--- src/rtl/disp_pattern_gen.sv ---
// Display timing and test-pattern generator.
// Produces VGA-style sync/enable timing from a pixel-clock counter pair and
// paints one of three test patterns (colour bars, character grid, custom
// coordinate ramp). The pattern mode only changes between frames.
module disp_pattern_gen #(
  parameter int H_ACTIVE = 640,
  parameter int H_FP     = 16,
  parameter int H_SYNC   = 96,
  parameter int H_BP     = 48,
  parameter int V_ACTIVE = 480,
  parameter int V_FP     = 10,
  parameter int V_SYNC   = 2,
  parameter int V_BP     = 33
) (
  input  logic        sys_clk,
  input  logic        sys_rst_n,
  input  logic [1:0]  mode_in,
  output logic        hsync,
  output logic        vsync,
  output logic        de,
  output logic [15:0] rgb,
  output logic [1:0]  mode_applied,
  output logic        frame_start
);

  localparam int H_TOTAL = H_ACTIVE + H_FP + H_SYNC + H_BP;
  localparam int V_TOTAL = V_ACTIVE + V_FP + V_SYNC + V_BP;
  localparam int HW      = $clog2(H_TOTAL);
  localparam int VW      = $clog2(V_TOTAL);
  localparam int BAR_W   = H_ACTIVE / 8;

  localparam int H_SYNC_START = H_ACTIVE + H_FP;
  localparam int H_SYNC_END   = H_ACTIVE + H_FP + H_SYNC;
  localparam int V_SYNC_START = V_ACTIVE + V_FP;
  localparam int V_SYNC_END   = V_ACTIVE + V_FP + V_SYNC;

  localparam logic [HW-1:0] H_LAST = HW'(H_TOTAL - 1);
  localparam logic [VW-1:0] V_LAST = VW'(V_TOTAL - 1);

  logic [HW-1:0] h_cnt;
  logic [VW-1:0] v_cnt;
  logic [1:0]    mode_reg;

  // Counters widened to 32 bits so every comparison against the integer
  // timing parameters is done at one width with no truncation.
  logic [31:0] hx;
  logic [31:0] vy;

  logic        h_wrap;
  logic        frame_end;
  logic        visible;
  logic        hs_active;
  logic        vs_active;
  logic [2:0]  bar_idx;
  logic [15:0] bar_rgb;
  logic [15:0] pix_rgb;

  assign hx        = 32'(h_cnt);
  assign vy        = 32'(v_cnt);
  assign h_wrap    = (h_cnt == H_LAST);
  assign frame_end = h_wrap && (v_cnt == V_LAST);
  assign visible   = (hx < H_ACTIVE) && (vy < V_ACTIVE);
  assign hs_active = (hx >= H_SYNC_START) && (hx < H_SYNC_END);
  assign vs_active = (vy >= V_SYNC_START) && (vy < V_SYNC_END);

  assign mode_applied = mode_reg;

  // Raster position: h_cnt runs every clock, v_cnt steps on each line wrap.
  always_ff @(posedge sys_clk or negedge sys_rst_n) begin
    if (!sys_rst_n) begin
      h_cnt <= '0;
      v_cnt <= '0;
    end else if (h_wrap) begin
      h_cnt <= '0;
      v_cnt <= (v_cnt == V_LAST) ? '0 : v_cnt + VW'(1);
    end else begin
      h_cnt <= h_cnt + HW'(1);
    end
  end

  // Mode is latched only on the last pixel of a frame; 0 is treated as bars.
  always_ff @(posedge sys_clk or negedge sys_rst_n) begin
    if (!sys_rst_n) begin
      mode_reg <= 2'd1;
    end else if (frame_end) begin
      mode_reg <= (mode_in == 2'd0) ? 2'd1 : mode_in;
    end
  end

  // Bar index = min(x / BAR_W, 7) by counting bar boundaries already passed,
  // which needs only constant comparators instead of a divider.
  always_comb begin
    bar_idx = 3'd0;
    for (int k = 1; k < 8; k++) begin
      if (hx >= 32'(k * BAR_W)) begin
        bar_idx = bar_idx + 3'd1;
      end
    end
  end

  // Colour-bar palette in RGB565, white down to black.
  always_comb begin
    bar_rgb = 16'h0000;
    case (bar_idx)
      3'd0:    bar_rgb = 16'hFFFF;
      3'd1:    bar_rgb = 16'hFFE0;
      3'd2:    bar_rgb = 16'h07FF;
      3'd3:    bar_rgb = 16'h07E0;
      3'd4:    bar_rgb = 16'hF81F;
      3'd5:    bar_rgb = 16'hF800;
      3'd6:    bar_rgb = 16'h001F;
      default: bar_rgb = 16'h0000;
    endcase
  end

  // Pattern selection for the current pixel under the latched mode.
  always_comb begin
    pix_rgb = 16'h0000;
    case (mode_reg)
      2'd2:    pix_rgb = (hx[2:0] == 3'd0 || vy[3:0] == 4'd0) ? 16'hFFFF : 16'h0000;
      2'd3:    pix_rgb = {hx[7:3], vy[8:3], hx[7:3]};
      default: pix_rgb = bar_rgb;
    endcase
  end

  // All video outputs registered together so they share one clock of latency.
  always_ff @(posedge sys_clk or negedge sys_rst_n) begin
    if (!sys_rst_n) begin
      hsync       <= 1'b1;
      vsync       <= 1'b1;
      de          <= 1'b0;
      rgb         <= 16'h0000;
      frame_start <= 1'b0;
    end else begin
      hsync       <= ~hs_active;
      vsync       <= ~vs_active;
      de          <= visible;
      rgb         <= visible ? pix_rgb : 16'h0000;
      frame_start <= (h_cnt == '0) && (v_cnt == '0);
    end
  end

endmodule

--- config.mk ---
export PLATFORM = sky130hd
export DESIGN_NAME = disp_pattern_gen
export DESIGN_NICKNAME = d
export VERILOG_FILES = /design/src/rtl/disp_pattern_gen.sv
export SDC_FILE = /design/constraint.sdc
export NUM_CORES = 1
export LEC_CHECK = 0
export ABC_AREA = 1
export CORE_MARGIN = 3
export CORE_UTILIZATION = 56
export CTS_CLUSTER_DIAMETER = 50
export DETAILED_ROUTE_END_ITERATION = 8
export GPL_ROUTABILITY_DRIVEN = 0
export GPL_TIMING_DRIVEN = 0
export PLACE_DENSITY = 0.79
export SYNTH_ARGS = -nofsm -noshare
export SYNTH_HDL_FRONTEND = slang
export SYNTH_SLANG_ARGS = --single-unit
--- constraint.sdc ---
create_clock -name sys_clk -period 4.5 [get_ports sys_clk]
set_input_delay 0.45 -clock sys_clk [delete_from_list [all_inputs] [get_ports sys_clk]]
set_output_delay 0.45 -clock sys_clk [all_outputs]
set_load 0.02 [all_outputs]
* After elaboration in Yosys (flattened, before gate mapping)
Index checks and enable logic that the tools add are counted.
** Operators by class
- $add $sub $neg :: 8
- $lt $le $gt $ge :: 13
- Equality and inequality tests :: 10
- Mux-type cells :: 14
- Bitwise gates (word level) :: 2
- Reductions and logical operators :: 12
** Operators with widths (number)
- $pmux W16 S7 :: 1
- $ge A10 B9 Y1 const B :: 4
- $mux W16 :: 2
- $pmux W16 S2 :: 1
- $add A10 B1 Y10 const B :: 2
- $eq A10 B10 Y1 const B :: 2
- $ge A10 B10 Y1 const B :: 2
- $ge A10 B8 Y1 const B :: 2
- $logic_not A10 Y1 :: 2
- $lt A10 B10 Y1 const B :: 2
- $lt A10 B9 Y1 const B :: 2
- $mux W10 :: 2
- $add A3 B1 Y3 const B :: 6
- $mux W3 :: 6
- $ge A10 B7 Y1 const B :: 1
- $eq A3 B3 Y1 const B :: 3
- $eq A3 B2 Y1 const B :: 2
- $logic_not A3 Y1 :: 2
- $logic_and A1 B1 Y1 :: 5
- $eq A2 B2 Y1 const B :: 2
- $logic_not A4 Y1 :: 1
- $eq A3 B1 Y1 const B :: 1
- $logic_not A2 Y1 :: 1
- $mux W2 :: 1
- other kinds (3) :: 4
** Word-level totals
- Flip-flop bits (word level) :: 42
- Input port bits :: 4
- Output and inout port bits :: 22
- Word-level logic and storage cells :: 67

* Depth between registers and ports, before layout
Gate-level depths: netlist of run 1.
- Depth after elaboration :: 18
- Gate-level depth with buffers :: 29
- Gate-level depth less buffers :: 28

* Least setup slack after synthesis of run 1
OpenSTA, ideal clock, no wires.
- Path type :: reg-to-reg
- From :: register h_cnt[9]
- To :: register rgb[10]
- Setup time :: 0.119 ns
- Data arrival time :: 3.526 ns
- Required time :: 4.381 ns
- Setup slack :: 0.855 ns
- Stages on the path, launching flop included :: 30
- Buffers on the path :: 1
- Clock period less this slack :: 3.645 ns
- Cell sequence :: dfrtp_1 > buf_2 > nor2_2 > inv_1 > nor2_1 > o21ai_0 > inv_1 > ha_1 > inv_1 > nand2_1 > nand2_1 > ha_1 > nand2_1 > nand2_1 > ha_1 > or2_1 > nand2_1 > inv_1 > ha_1 > nand2_1 > nand2_1 > ha_1 > nand3_1 > inv_1 > nand2_1 > nand2_1 > nand2_1 > nand3_1 > nand2_2 > nor2_1
** Between the ends
- Longest elaborated chain between the ends :: 18
- Elaborated cells on any way between the ends :: 32
- Classes of those cells :: add/sub (6); order compare (8); eq/ne (6); mux (10); reduce/logical (2)
** Ends and longest elaborated chain
- start: declaration :: RTL line 40 : logic [HW-1:0] h_cnt;
- start signal: assignment :: RTL line 77 : h_cnt <= h_cnt + HW'(1);
- $ge A10 B7 Y1 :: RTL line 95 : if (hx >= 32'(k * BAR_W)) begin
- $mux W1 :: RTL line 95
- $add A3 B1 Y3 :: RTL line 96 : bar_idx = bar_idx + 3'd1;
- $mux W3 :: RTL line 95
- $add A3 B1 Y3 :: RTL line 96
- $mux W3 :: RTL line 95
- $add A3 B1 Y3 :: RTL line 96
- $mux W3 :: RTL line 95
- (+2 left out)
- $add A3 B1 Y3 :: RTL line 96
- $mux W3 :: RTL line 95
- $add A3 B1 Y3 :: RTL line 96
- $mux W3 :: RTL line 95
- $eq A3 B3 Y1 (tied with other cells) :: RTL line 104 : case (bar_idx)
- $pmux W16 S7 :: RTL line 104
- $pmux W16 S2 :: RTL line 119 : case (mode_reg)
- $mux W16 (*) :: RTL line 138 : rgb <= visible ? pix_rgb : 16'h0000;
- end signal: assignment :: RTL line 138
- end: declaration :: RTL line 21 : output logic [15:0] rgb,
Mark *: on every way between the ends. The rest lies on a longest branch, timed or not.
A chain may end at the register's enable or synchronous reset.

* Final worst setup path of run 1
- From :: register h_cnt[7]
- To :: register rgb[8]
Same word-level chain as after synthesis.

==> results.cfg, run 1 <==
[run_status]
status = finished, final reports clean

[critical_path]
cp_data_arrival_time_ns = 4.30
cp_num_cells = 25
worstPathMaxFanout = 7
critPathBufInv = 3
critPathTopFamily = simple AND/OR/NAND/NOR gates
cp_common_cell = nand2_1
endpoint_kind = register
cp-start-kind = register
cp.required_ns = 4.72
critPathKind = reg2reg
slowest_stage = dfrtp_1
rr_worst_depth = 25
worst_path_largest_cell_delay_ns = 0.50

[global_route]
grt_max_degree = 43
met3_usage_pct = 3.60
grt_first_pass_wirelength_um = 8680
grt_pass1_vias = 1974
use_met1_pct = 30.1
antenna_found_initial = 0
grt.total_usage_pct = 21.0
grt.met2_usage_pct = 33.3
gr-max-usage-layer = met2
grt_overflow_total = 0

[pwr]
irDropWorstVdd_mv = 0.261
leakage_nw = 1.47
power_density_mw_per_mm2 = 239

[sta]
tightest_slew_ns = 0.890
clock.fmax_ghz = 0.245
fin_crit_ns = 4.07
max-slew-margin-rel_pct = 40.7
drv_slew = 0
fin_hold_ws_ns = 0.267
setup_viol = 0
finalWorstSetupSlack_ns = 0.426
period_share_pct = 90.5
hold_viol = 0
tns_ns = 0
rsz0062_at_grt = false
skew_ns = 0.0106

[clock_network]
cts.sinks = 42
root_buffer = clkbuf_8
cts_setup_buffers = 0
cts_tree = yes
cts.path.max_buffers = 2
holdBufCountCts = 0
cts_buffers = 5
clk_pin_slew_ns = 0.08
htreeDepth = 2
clkLatencyLatePin_ns = 0.30

[die]
start_util_pct = 59.5
die_x_um = 71.9
dieArea_mm2 = 0.00517
coreArea_mm2 = 0.00409
die_h_um = 71.9
rows = 23
ioPinCount = 26

[synth]
async_flop_share_pct = 100
synth_warnings = 0
syn_avg_cell_area_um2 = 7.72
yosysMostFrequentCell = nand2_1
syn-instance-count = 315
synth-seq-cells = 42
synth_top_area_share_pct = 40.1
syn-num-nets = 329
synth_cell_type_count = 28
synth_area_mm2 = 0.00243
synthTopCellsByArea = dfrtp_1, nand2_1, inv_1
ys_top_cells_by_count = nand2_1, inv_1, dfrtp_1
ys_seq_area_share_pct = 43.4
yosysTopAreaCell = dfrtp_1
synth-main-ff-cell = dfrtp_1
synth_edf_count = 0

[drt]
drt_iter0_drc = 146
wl_per_cell_um = 12.7
drtPass1Iterations = 5
wl_um = 5060
num_vias = 2108
drtAntennaViolNets = 0
viasPerCell = 5.30
drc_errors = 0

[flow_run]
drv_cap = 0

[worst_hold_path]
hold_class = in2async

[placement]
dp_hpwl_um = 3850
port-buffer-count = 25
pre_cts_ws_ns = 0.370

[cells_and_area]
antenna_cells = 0
fin_nets = 361
area.growth.synth_to_final_pct = 17.4
fin_util_pct = 69.9
drive_gt1_share_pct = 12.4
-- metrics by stage --
step / area (µm²) / power [mW] / std cells
2_1_floorplan: 2430 / 0.385 / 315
3_3_place_gp: 2750 / 0.394 / 390
3_5_place_dp: 2740 / 0.394 / 390
4_1_cts: 2850 / 0.685 / 398
5_1_grt: 2860 / 0.703 / 398
6_report: 2860 / 0.684 / 398
-- per-layer routing --
| metal | wire length (µm) | part of all wire (%) |
|---|---|---|
| met5 | 0 | 0 |
| met4 | 79 | 1.6 |
| met3 | 290 | 5.7 |
| met2 | 2290 | 45 |
| met1 | 2400 | 47 |
-- cell usage in the layout (no fill, tap or decap) --
cell and n:
nand2_1 61, inv_1 46, dfrtp_1 39, nor2_1 33, nand3_1 25, clkdlybuf4s50_1 24, a21oi_1 19, o21ai_0 17
nor3_1 11, ha_1 10, nor2_2 7, nand3_2 6, nand4_1 6, nand2_2 5, inv_2 5, xor2_1 5
clkbuf_8 5, buf_2 4, dfstp_2 3, o21ai_2 2, nor2_4 1, clkinv_2 1, a211oi_1 1, o21ai_1 1
a2111oi_4 1, nand3b_1 1, a21oi_2 1, or2_1 1, clkinv_1 1, o211ai_1 1, nor4_1 1, nor3b_1 1
clkinvlp_4 1, bufinv_16 1, clkbuf_1 1
-- area by class of cell --
class | instances | area [µm²]
Sequential cell | 42 | 1050
Tap cell | 50 | 62.6
Buffer | 3 | 15.0
Clock inverter | 2 | 37.5
Inverter | 53 | 200
Clock buffer | 6 | 72.6
Timing Repair Buffer | 25 | 245
Multi-Input combinational cell | 217 | 1170
Fill cell | 357 | 1230
-- flip-flops by register name (all words and copies together), names as in the netlist --
name,count
mode_applied,2
h_cnt,10
hsync,1
frame_start,1
v_cnt,10
de,1
rgb,16
vsync,1
-- worst paths after layout --
path                               startpoint                  to  slack (ns)
hold / removal                      sys_rst_n   rgb[15]$_DFF_PN0_        0.27
max in group asynchronous           sys_rst_n  h_cnt[7]$_DFF_PN0_        3.67
setup / recovery           h_cnt[7]$_DFF_PN0_    rgb[8]$_DFF_PN0_        0.43
setup reg to reg           h_cnt[7]$_DFF_PN0_    rgb[8]$_DFF_PN0_        0.43
min in group sys_clk       h_cnt[0]$_DFF_PN0_  h_cnt[0]$_DFF_PN0_        0.48
hold reg to reg            h_cnt[0]$_DFF_PN0_  h_cnt[0]$_DFF_PN0_        0.48
-- logic make-up (layout without fill, tap and decap cells) --
| logic type | after synthesis | in the layout | synth area share [%] |
|---|---|---|---|
| AOI/OAI and AO/OA | 43 | 43 | 10.4 |
| xor gates and xnor gates | 5 | 5 | 1.80 |
| adders and majority gates | 10 | 10 | 5.14 |
| buffers and inverters | 56 | 89 | 8.85 |
| and+or+nand+nor | 159 | 159 | 30.4 |
| DFF | 42 | 42 | 43.4 |
-- power breakdown --
part	total [mW]	internal [mW]	switching, mW	leakage, nW
Sequential	0.377	0.377	0	0.531
Clock	0.298	0.166	0.132	0.0514
Combinational	0.00875	0.00181	0.00694	0.886
Total	0.684	0.545	0.139	1.47
-- repair_timing --
| action | in CTS | in global routing |
|---|---|---|
| hold endpoints to repair | 0 | 0 |
| gates resized for setup | 0 | 2 |
| endpoints found under the setup margin | 0 | 6 |
Power figures use the tool's default switching activity.
==> run 2: changes to the inputs <==
--- a/config.mk
+++ b/config.mk
@@ -6,6 +6,7 @@
 export NUM_CORES = 1
 export LEC_CHECK = 0
 export ABC_AREA = 1
+export CORE_ASPECT_RATIO = 0.9
 export CORE_MARGIN = 3
 export CORE_UTILIZATION = 56
 export CTS_CLUSTER_DIAMETER = 50
==> run 2 against run 1 <==
  * Non-clock buffer count stayed put
  * Clock power about the same
  * Total power decreased by 0.31%
  * Design area shrank 0.26%
  * Fmax is 0.66% lower
  * Count of clock-buffer cells in the layout stayed put
  * Wire length decreased by 3.5%
  * Core utilization is 0.90 points lower
  * Cell count fell by 0.50%
  * Highest routed layer unchanged
==> results.cfg, run 2 (synthesis results as in run 1) <==
[run_status]
status = finished, final reports clean

[critical_path]
worst_path_largest_cell_delay_ns = 0.36
cp_data_arrival_time_ns = 4.29
cp.required_ns = 4.69
rr_worst_depth = 29
cp-start-kind = register
endpoint_kind = register
critPathKind = reg2reg
worstPathMaxFanout = 9
cp_common_cell = nand2_1
slowest_stage = dfrtp_1
startpoint = h_cnt[9]$_DFF_PN0_
r2r_start = h_cnt[9]$_DFF_PN0_

[drt]
viasPerCell = 5.14
drc_errors = 0
num_vias = 2035
drtAntennaViolNets = 0
drtPass1Iterations = 4
wl_per_cell_um = 12.3
drt_iter0_drc = 180
wl_um = 4880

[cells_and_area]
fin_util_pct = 69.0
largest_reg_flops = 16
final_area_mm2 = 0.00285
multi_input_area_mm2 = 0.00116
drive_gt1_share_pct = 12.4
antenna_cells = 0
area.growth.synth_to_final_pct = 17.1
fin_nets = 361
n_fill_cell = 343
reg_top3 = rgb: 16 flops, h_cnt: 10 flops, v_cnt: 10 flops
regArea_mm2 = 0.00105
layout_common_cells = nand2_1, inv_1, dfrtp_1
regMostFlops = rgb
instances_no_fill = 396
final_common_cell = nand2_1

[pwr]
leakage_nw = 1.47
clockPowerShare_pct = 43.4
internal_power_mw = 0.544
design_power_total_mw = 0.682
p_seq_share_pct = 55.3
switching_share_pct = 20.1
power_density_mw_per_mm2 = 239
switchingPower_mw = 0.137
p_comb_share_pct = 1.3
irDropWorstVdd_mv = 0.193

[die]
ioPinCount = 26
start_util_pct = 58.9
die_x_um = 75.5
dieArea_mm2 = 0.00517
die_h_um = 68.5
coreArea_mm2 = 0.00413
rows = 22

[clock_network]
cts.sinks = 42
root_buffer = clkbuf_8
cts_tree = yes
cts_setup_buffers = 0
cts_buffers = 5
cts.path.max_buffers = 2
clk_pin_slew_ns = 0.08
clkLatencyLatePin_ns = 0.30
htreeDepth = 2
holdBufCountCts = 0
ctsResizeCount = 0

[sta]
rsz0062_at_grt = false
finalWorstSetupSlack_ns = 0.399
tns_ns = 0
fin_hold_ws_ns = 0.259
skew_ns = 0.00498
drv_slew = 0
tightest_slew_ns = 0.871
hold_viol = 0
period_share_pct = 91.1
max-slew-margin-rel_pct = 41.9
setup_viol = 0
clock.fmax_ghz = 0.244
fin_crit_ns = 4.10

[global_route]
grt_max_degree = 43
grt.total_usage_pct = 21.2
grt_first_pass_wirelength_um = 8130
grt_pass1_vias = 1823
antenna_found_initial = 0
grt_overflow_total = 0

[placement]
pre_cts_ws_ns = 0.424
dp_hpwl_um = 3750
placed_area_mm2 = 0.00274
placed_cells = 388
port-buffer-count = 25

[flow_run]
drv_cap = 0

[worst_hold_path]
hold_class = in2async
## run 2: cell count changes in the layout (fill, tap and decap cells not counted)
cell and delta:
nor2_2 +1, o21ai_0 +1, nor2_4 -1, o21ai_1 -1
## run 2: final timing paths
| check | to | slack, ns |
|---|---|---|
| setup reg to reg | rgb[5]$_DFF_PN0_ | 0.40 |
| hold reg to reg | h_cnt[0]$_DFF_PN0_ | 0.49 |
| setup / recovery | rgb[5]$_DFF_PN0_ | 0.40 |
| max in group asynchronous | v_cnt[9]$_DFFE_PN0N_ | 3.69 |
| min in group sys_clk | h_cnt[0]$_DFF_PN0_ | 0.49 |
| hold / removal | rgb[15]$_DFF_PN0_ | 0.26 |
## run 2: final cells by class
| type | instances | share of cell area, % |
|---|---|---|
| Clock inverter | 2 | 1.32 |
| Sequential cell | 42 | 37.0 |
| Inverter | 53 | 7.03 |
| Clock buffer | 6 | 2.55 |
| Multi-Input combinational cell | 217 | 40.8 |
| Timing Repair Buffer | 25 | 8.61 |
| Buffer | 3 | 0.527 |
| Tap cell | 48 | 2.11 |
## run 2: layer usage
metal	wire, µm	vias up	track usage, %	part of all wire [%]
met5	0	-	0	0
met4	61	0	5.90	1.3
met3	285	7	5.22	5.8
met2	2060	63	32.4	42
met1	2470	890	29.9	51
li1	-	1075	-	-
## run 2: worst max-delay path: cells and delay by family (launching register included)
kind | cells | cell delay [ns]
simple gates | 17 | 1.73
flops | 1 | 0.36
buf+inv | 6 | 0.54
fa+ha+maj | 5 | 1.20
compound gates | 1 | 0.15
## run 2: power groups by stage
stage               logic [mW]  registers (mW)  clock network, mW
CTS                    0.00924           0.377              0.298
global placement       0.00960           0.385                  0
finish                 0.00864           0.377              0.296
detailed placement     0.00926           0.385                  0
floorplan           0.00000550           0.385                  0
global route            0.0101           0.377              0.314
